==> config.mk <==
export PLATFORM = sky130hd
export DESIGN_NAME = xext_bridge
export DESIGN_NICKNAME = d
export VERILOG_FILES = /design/src/rtl/xext_bridge.sv
export SDC_FILE = /design/constraint.sdc
export NUM_CORES = 1
export LEC_CHECK = 0
export ABC_AREA = 0
export CORE_MARGIN = 2
export CORE_UTILIZATION = 60
export DETAILED_ROUTE_END_ITERATION = 10
export PLACE_DENSITY = 0.84
export SLEW_MARGIN = 20
export SYNTH_ARGS = -nofsm -noshare
export SYNTH_HDL_FRONTEND = slang
export SYNTH_SLANG_ARGS = --single-unit
==> constraint.sdc <==
create_clock -name clk -period 10.4 [get_ports clk]
set_input_delay 2.6 -clock clk [delete_from_list [all_inputs] [get_ports clk]]
set_output_delay 2.6 -clock clk [all_outputs]
set_load 0.03 [all_outputs]
==> src/rtl/xext_bridge.sv <==
// External-select bus responder: buffers CPU write/read commands in a FIFO and
// replays them one at a time over a req/ack handshake with a timeout.
module xext_bridge #(
    parameter int unsigned EXT_ADDR_W = 16,
    parameter int unsigned FIFO_DEPTH = 4,
    parameter int unsigned TIMEOUT    = 255
) (
    input  logic                  clk,
    input  logic                  rst,
    input  logic                  sel,
    input  logic                  we,
    input  logic [2:0]            addr,
    input  logic [31:0]           data_in,
    output logic [31:0]           data_to_rd,
    output logic                  ext_req,
    output logic                  ext_we,
    output logic [EXT_ADDR_W-1:0] ext_addr,
    output logic [31:0]           ext_wdata,
    input  logic                  ext_ack,
    input  logic [31:0]           ext_rdata
);

    localparam int unsigned PTR_W = (FIFO_DEPTH > 1) ? $clog2(FIFO_DEPTH) : 1;
    localparam int unsigned CNT_W = PTR_W + 1;
    localparam int unsigned ENT_W = 1 + EXT_ADDR_W + 32;

    typedef enum logic [1:0] {StIdle, StReq, StDone} state_e;

    state_e                state_q, state_d;
    logic [ENT_W-1:0]      mem [FIFO_DEPTH];
    logic [PTR_W-1:0]      wr_ptr_q, rd_ptr_q;
    logic [CNT_W-1:0]      count_q;
    logic [EXT_ADDR_W-1:0] addr_q;
    logic [31:0]           rddata_q;
    logic                  ovf_q, tmo_q, rd_valid_q;
    logic [15:0]           tmo_cnt_q;
    logic                  ext_we_q;
    logic [EXT_ADDR_W-1:0] ext_addr_q;
    logic [31:0]           ext_wdata_q;

    logic acc_wr, acc_rd, push, push_ok, empty, full, load, tmo_hit, ack_hit;
    logic status_wr, rddata_rd, is_wdata;
    logic [ENT_W-1:0] head, new_entry;

    assign acc_wr    = sel & we;
    assign acc_rd    = sel & ~we;
    assign is_wdata  = (addr == 3'd1);
    assign push      = acc_wr & (is_wdata | (addr == 3'd3));
    assign status_wr = acc_wr & (addr == 3'd2);
    assign rddata_rd = acc_rd & (addr == 3'd4);
    assign empty     = (count_q == '0);
    assign full      = (count_q == CNT_W'(FIFO_DEPTH));
    assign push_ok   = push & ~full;
    // The head leaves the FIFO as soon as it is latched into the ext_* registers.
    assign load      = (state_q == StIdle) & ~empty;
    assign ack_hit   = (state_q == StReq) & ext_ack;
    assign head      = mem[rd_ptr_q];
    assign new_entry = {is_wdata, addr_q, (is_wdata ? data_in : 32'h0)};

    assign ext_req   = (state_q == StReq);
    assign ext_we    = ext_we_q;
    assign ext_addr  = ext_addr_q;
    assign ext_wdata = ext_wdata_q;

    always_comb begin
        state_d = state_q;
        tmo_hit = 1'b0;
        unique case (state_q)
            StIdle: if (!empty) state_d = StReq;
            StReq: begin
                if (ext_ack) begin
                    state_d = StDone;
                end else if (tmo_cnt_q == 16'(TIMEOUT - 1)) begin
                    state_d = StDone;
                    tmo_hit = 1'b1;
                end
            end
            StDone:  state_d = StIdle;
            default: state_d = StIdle;
        endcase
    end

    always_ff @(posedge clk) begin
        if (push_ok) mem[wr_ptr_q] <= new_entry;
    end

    always_ff @(posedge clk or posedge rst) begin
        if (rst) begin
            state_q     <= StIdle;
            wr_ptr_q    <= '0;
            rd_ptr_q    <= '0;
            count_q     <= '0;
            addr_q      <= '0;
            rddata_q    <= '0;
            ovf_q       <= 1'b0;
            tmo_q       <= 1'b0;
            rd_valid_q  <= 1'b0;
            tmo_cnt_q   <= '0;
            ext_we_q    <= 1'b0;
            ext_addr_q  <= '0;
            ext_wdata_q <= '0;
        end else begin
            state_q <= state_d;
            if (acc_wr && addr == 3'd0) addr_q <= data_in[EXT_ADDR_W-1:0];
            if (push_ok) wr_ptr_q <= wr_ptr_q + 1'b1;
            if (load) rd_ptr_q <= rd_ptr_q + 1'b1;
            case ({push_ok, load})
                2'b10:   count_q <= count_q + 1'b1;
                2'b01:   count_q <= count_q - 1'b1;
                default: ;
            endcase
            if (load) begin
                {ext_we_q, ext_addr_q, ext_wdata_q} <= head;
                tmo_cnt_q <= '0;
            end else if (state_q == StReq) begin
                tmo_cnt_q <= tmo_cnt_q + 1'b1;
            end
            if (push && full) ovf_q <= 1'b1;
            else if (status_wr) ovf_q <= 1'b0;
            if (tmo_hit) tmo_q <= 1'b1;
            else if (status_wr) tmo_q <= 1'b0;
            if (ack_hit && !ext_we_q) begin
                rddata_q   <= ext_rdata;
                rd_valid_q <= 1'b1;
            end else if (rddata_rd) begin
                rd_valid_q <= 1'b0;
            end
        end
    end

    always_comb begin
        data_to_rd = '0;
        if (acc_rd) begin
            case (addr)
                3'd0: data_to_rd[EXT_ADDR_W-1:0] = addr_q;
                3'd2: begin
                    data_to_rd[0]           = empty;
                    data_to_rd[1]           = full;
                    data_to_rd[2]           = (state_q != StIdle);
                    data_to_rd[3]           = ovf_q;
                    data_to_rd[4]           = tmo_q;
                    data_to_rd[5]           = rd_valid_q;
                    data_to_rd[8 +: CNT_W]  = count_q;
                end
                3'd4:    data_to_rd = rddata_q;
                default: ;
            endcase
        end
    end

endmodule

==> flow_summary.json <==
{
  "first_pass_iters": 6,
  "crit_end": "data_to_rd[19]",
  "hold_viol": 0,
  "ant_nets": 0,
  "cap_violations": 0,
  "crit_family": "simple AND/OR/NAND/NOR gates",
  "grt_setup_unrepaired": "false",
  "path_buf_inv": 2,
  "crit_chain": "clkdlybuf4s50_1 > nor2_1 > nand2_1 > nor2_1 > and2_1 > clkdlybuf4s50_1",
  "route.detailed.drc": 0,
  "path_depth": 6,
  "fin_util_pct": 74.3,
  "clock-sinks": 321,
  "fillers": 1215,
  "r2r-start": "count_q[2]",
  "max-slew-margin-rel_pct": 42.1,
  "fin_crit_sh_pct": 78.8,
  "syn_nets": 904,
  "die_w_um": 150,
  "startpoint_type": "primary input",
  "grt_max_degree": 66,
  "antenna_found_initial": 0,
  "placementRows": 53,
  "slowest_stage": "clkdlybuf4s50_1",
  "p_leak_nw": 6.02,
  "crit_start": "addr[1]",
  "clk_pin_slew_ns": 0.06,
  "start_util_pct": 60.9,
  "hold_buffers": 0,
  "ff2ff_setup_slack_ns": 7.87,
  "post_cts_buffers": 0,
  "powerDensity_nw_per_um2": 267,
  "min_from": "ext_wdata[19]",
  "timing.critical_path.required_ns": 7.80,
  "cts_resized": 0,
  "num_vias": 7423,
  "clockRootBuffer": "clkbuf_16",
  "layout-drive-gt1-share_pct": 17.4,
  "tightest_slew_ns": 0.866,
  "max_stage_delay_ns": 0.75,
  "grt_overflow_total": 0,
  "synthCells": 824,
  "cts-buffers-inserted": 31,
  "avgViaCountPerCell": 5.79,
  "drtIter0Drc": 548,
  "port_buffers": 153,
  "gp_congestion": 0.794,
  "syn_area_um2": 12800,
  "synthToLayoutAreaGrowth_pct": 21.9,
  "drv_slew": 0,
  "ys_types": 48,
  "die_y_um": 150,
  "grt_pass1_wl_mm": 43.7,
  "nets": 1062,
  "finalSetupTns_ns": 0,
  "reg2reg_to": "mem[1][22]",
  "wl_mm": 27.9,
  "h-tree-depth": 1,
  "setup_viol": 0,
  "wl_per_cell_um": 21.7,
  "synthArstFlopShare_pct": 38.9,
  "critical_path_class": "in2out",
  "die-area_um2": 22500,
  "grt_pass1_vias": 7779,
  "synth_area_per_cell_um2": 15.5,
  "hold_path.class": "reg2reg",
  "synth_edf_count": 196,
  "gr-usage-all-layers_pct": 25.9,
  "cts_max_path_buffers": 3,
  "critPathMaxFanout": 17,
  "synth_largest_area_cell": "edfxtp_1",
  "pin_count": 154,
  "arrival_ns": 5.59,
  "synthTopCellsByArea": "edfxtp_1 (46%), dfrtp_1 (24%), mux4_2 (8.6%), nand2_1 (4.7%), mux2_2 (4.5%)",
  "fin_crit_ns": 8.19,
  "clk_latency_ns": 0.55,
  "synth.top_cell.area_share_pct": 45.9,
  "hpwlAfterDp_mm": 16.3,
  "fmax_mhz": 122,
  "status": "finished clean",
  "fp.coreArea_um2": 21000,
  "endpoint_kind": "output pin",
  "ys_warn_count": 0,
  "ys.flop_type": "edfxtp_1",
  "fin_skew_ns": 0.0112,
  "cts_tree": "yes",
  "num_antenna_cells": 0,
  "ys_seq_area_share_pct": 70.4,
  "peakVddDrop_mv": 0.181,
  "reg2regPathDepth": 4,
  "ys_ff_latch": 321
}
## cell families after synthesis
group                    synth area share, %
AO/OA/AOI/OAI                           1.60
XOR/XNOR                               0.820
adder cells (fa/ha/maj)                0.840
buffers and inverters                   1.87
flip-flops                              70.4
multiplexers                            14.3
AND/OR/NAND/NOR                         10.2
## per-layer routing
layer / wire (um) / up-vias / part of all wire (%) / GRT usage (%)
li1: - / 3307 / - / -
met1: 11100 / 3749 / 40 / 35.2
met2: 14100 / 315 / 51 / 43.7
met3: 1880 / 52 / 6.7 / 4.00
met4: 722 / 0 / 2.6 / 8.16
met5: 0 / - / 0 / 0
## cell type report
cell class | instances | area, um^2 | share of cell area, %
Sequential cell | 321 | 9020 | 57.7
Multi-Input combinational cell | 450 | 3580 | 22.9
Timing Repair Buffer | 164 | 1630 | 10.4
Clock buffer | 37 | 818 | 5.24
Tap cell | 275 | 344 | 2.20
Clock inverter | 21 | 175 | 1.12
Inverter | 14 | 57.6 | 0.369
## cells in the final DEF (no fill, tap or decap), types with 5 or more instances in the layout
cell and instances:
clkbuf_16 31, mux2_2 51, edfxtp_1 196, dfrtp_1 123, ha_1 7, nor2_1 38, nand3_1 5, clkdlybuf4s50_1 153
mux4_2 49, buf_4 10, xor2_1 7, inv_1 12, nand4_1 5, clkinv_2 8, xnor2_1 5, a21oi_1 15
nand2_1 159, o21ai_0 6, and2_1 49, mux2i_1 16
## sequential cells by signal (all words and copies together), names as in the netlist
name / count
addr_q: 16
tmo_cnt_q: 16
ext_wdata: 32
ext_we: 1
state_q: 2
wr_ptr_q: 2
ext_addr: 16
tmo_q: 1
rd_ptr_q: 2
ovf_q: 1
mem: 196
count_q: 3
rddata_q: 32
rd_valid_q: 1
## worst reg2reg max path: cells and delay by family, from the launching register on
kind / cells / cell delay, ns
and+or+nand+nor: 3 / 1.19
buffers and inverters: 1 / 0.54
DFF: 1 / 0.41
## Yosys cell counts (3+ instances only)
cell type  instances
mux4_2            49
nand3_1            5
inv_1             13
and2_1            53
nor2_1            38
a21oi_1           15
buf_2             14
nand4_1            5
ha_1               7
or3_1              3
o21ai_0            6
xor2_1             7
nand2_1          159
buf_4              4
edfxtp_1         196
mux2_2            51
clkbuf_1          19
mux2i_1           16
xnor2_1            5
dfrtp_1          125
## how the worst min path moves through the flow
stage,slack (ns),cells past startpoint,to
5_1_grt,0.49,2,ext_wdata[18]
3_5_place_dp,0.46,2,ext_wdata[5]
4_1_cts,0.48,2,ext_wdata[19]
2_1_floorplan,0.47,1,tmo_cnt_q[11]
6_report,0.47,2,ext_wdata[19]
3_3_place_gp,0.46,2,ext_wdata[26]
## per-stage QoR
step | instances | hold slack (ns) | setup slack (ns) | power, mW | area (um^2)
2_1_floorplan | 824 | 0.468 | 3.95 | 2.64 | 12800
4_1_cts | 1281 | 0.478 | 2.18 | 4.19 | 15600
3_5_place_dp | 1223 | 0.463 | 2.23 | 3.08 | 14600
5_1_grt | 1282 | 0.489 | 1.98 | 4.37 | 15600
3_3_place_gp | 1223 | 0.458 | 2.34 | 3.04 | 14600
6_report | 1282 | 0.470 | 2.21 | 4.17 | 15600
## power by group
| part | internal, mW | leakage, nW | switching [mW] |
|---|---|---|---|
| clock | 0.614 | 0.486 | 0.472 |
| sequential | 1.60 | 3.35 | 0.203 |
| combinational | 0.579 | 2.19 | 0.709 |
| total | 2.79 | 6.02 | 1.38 |
(Power assumes the default switching activity.)
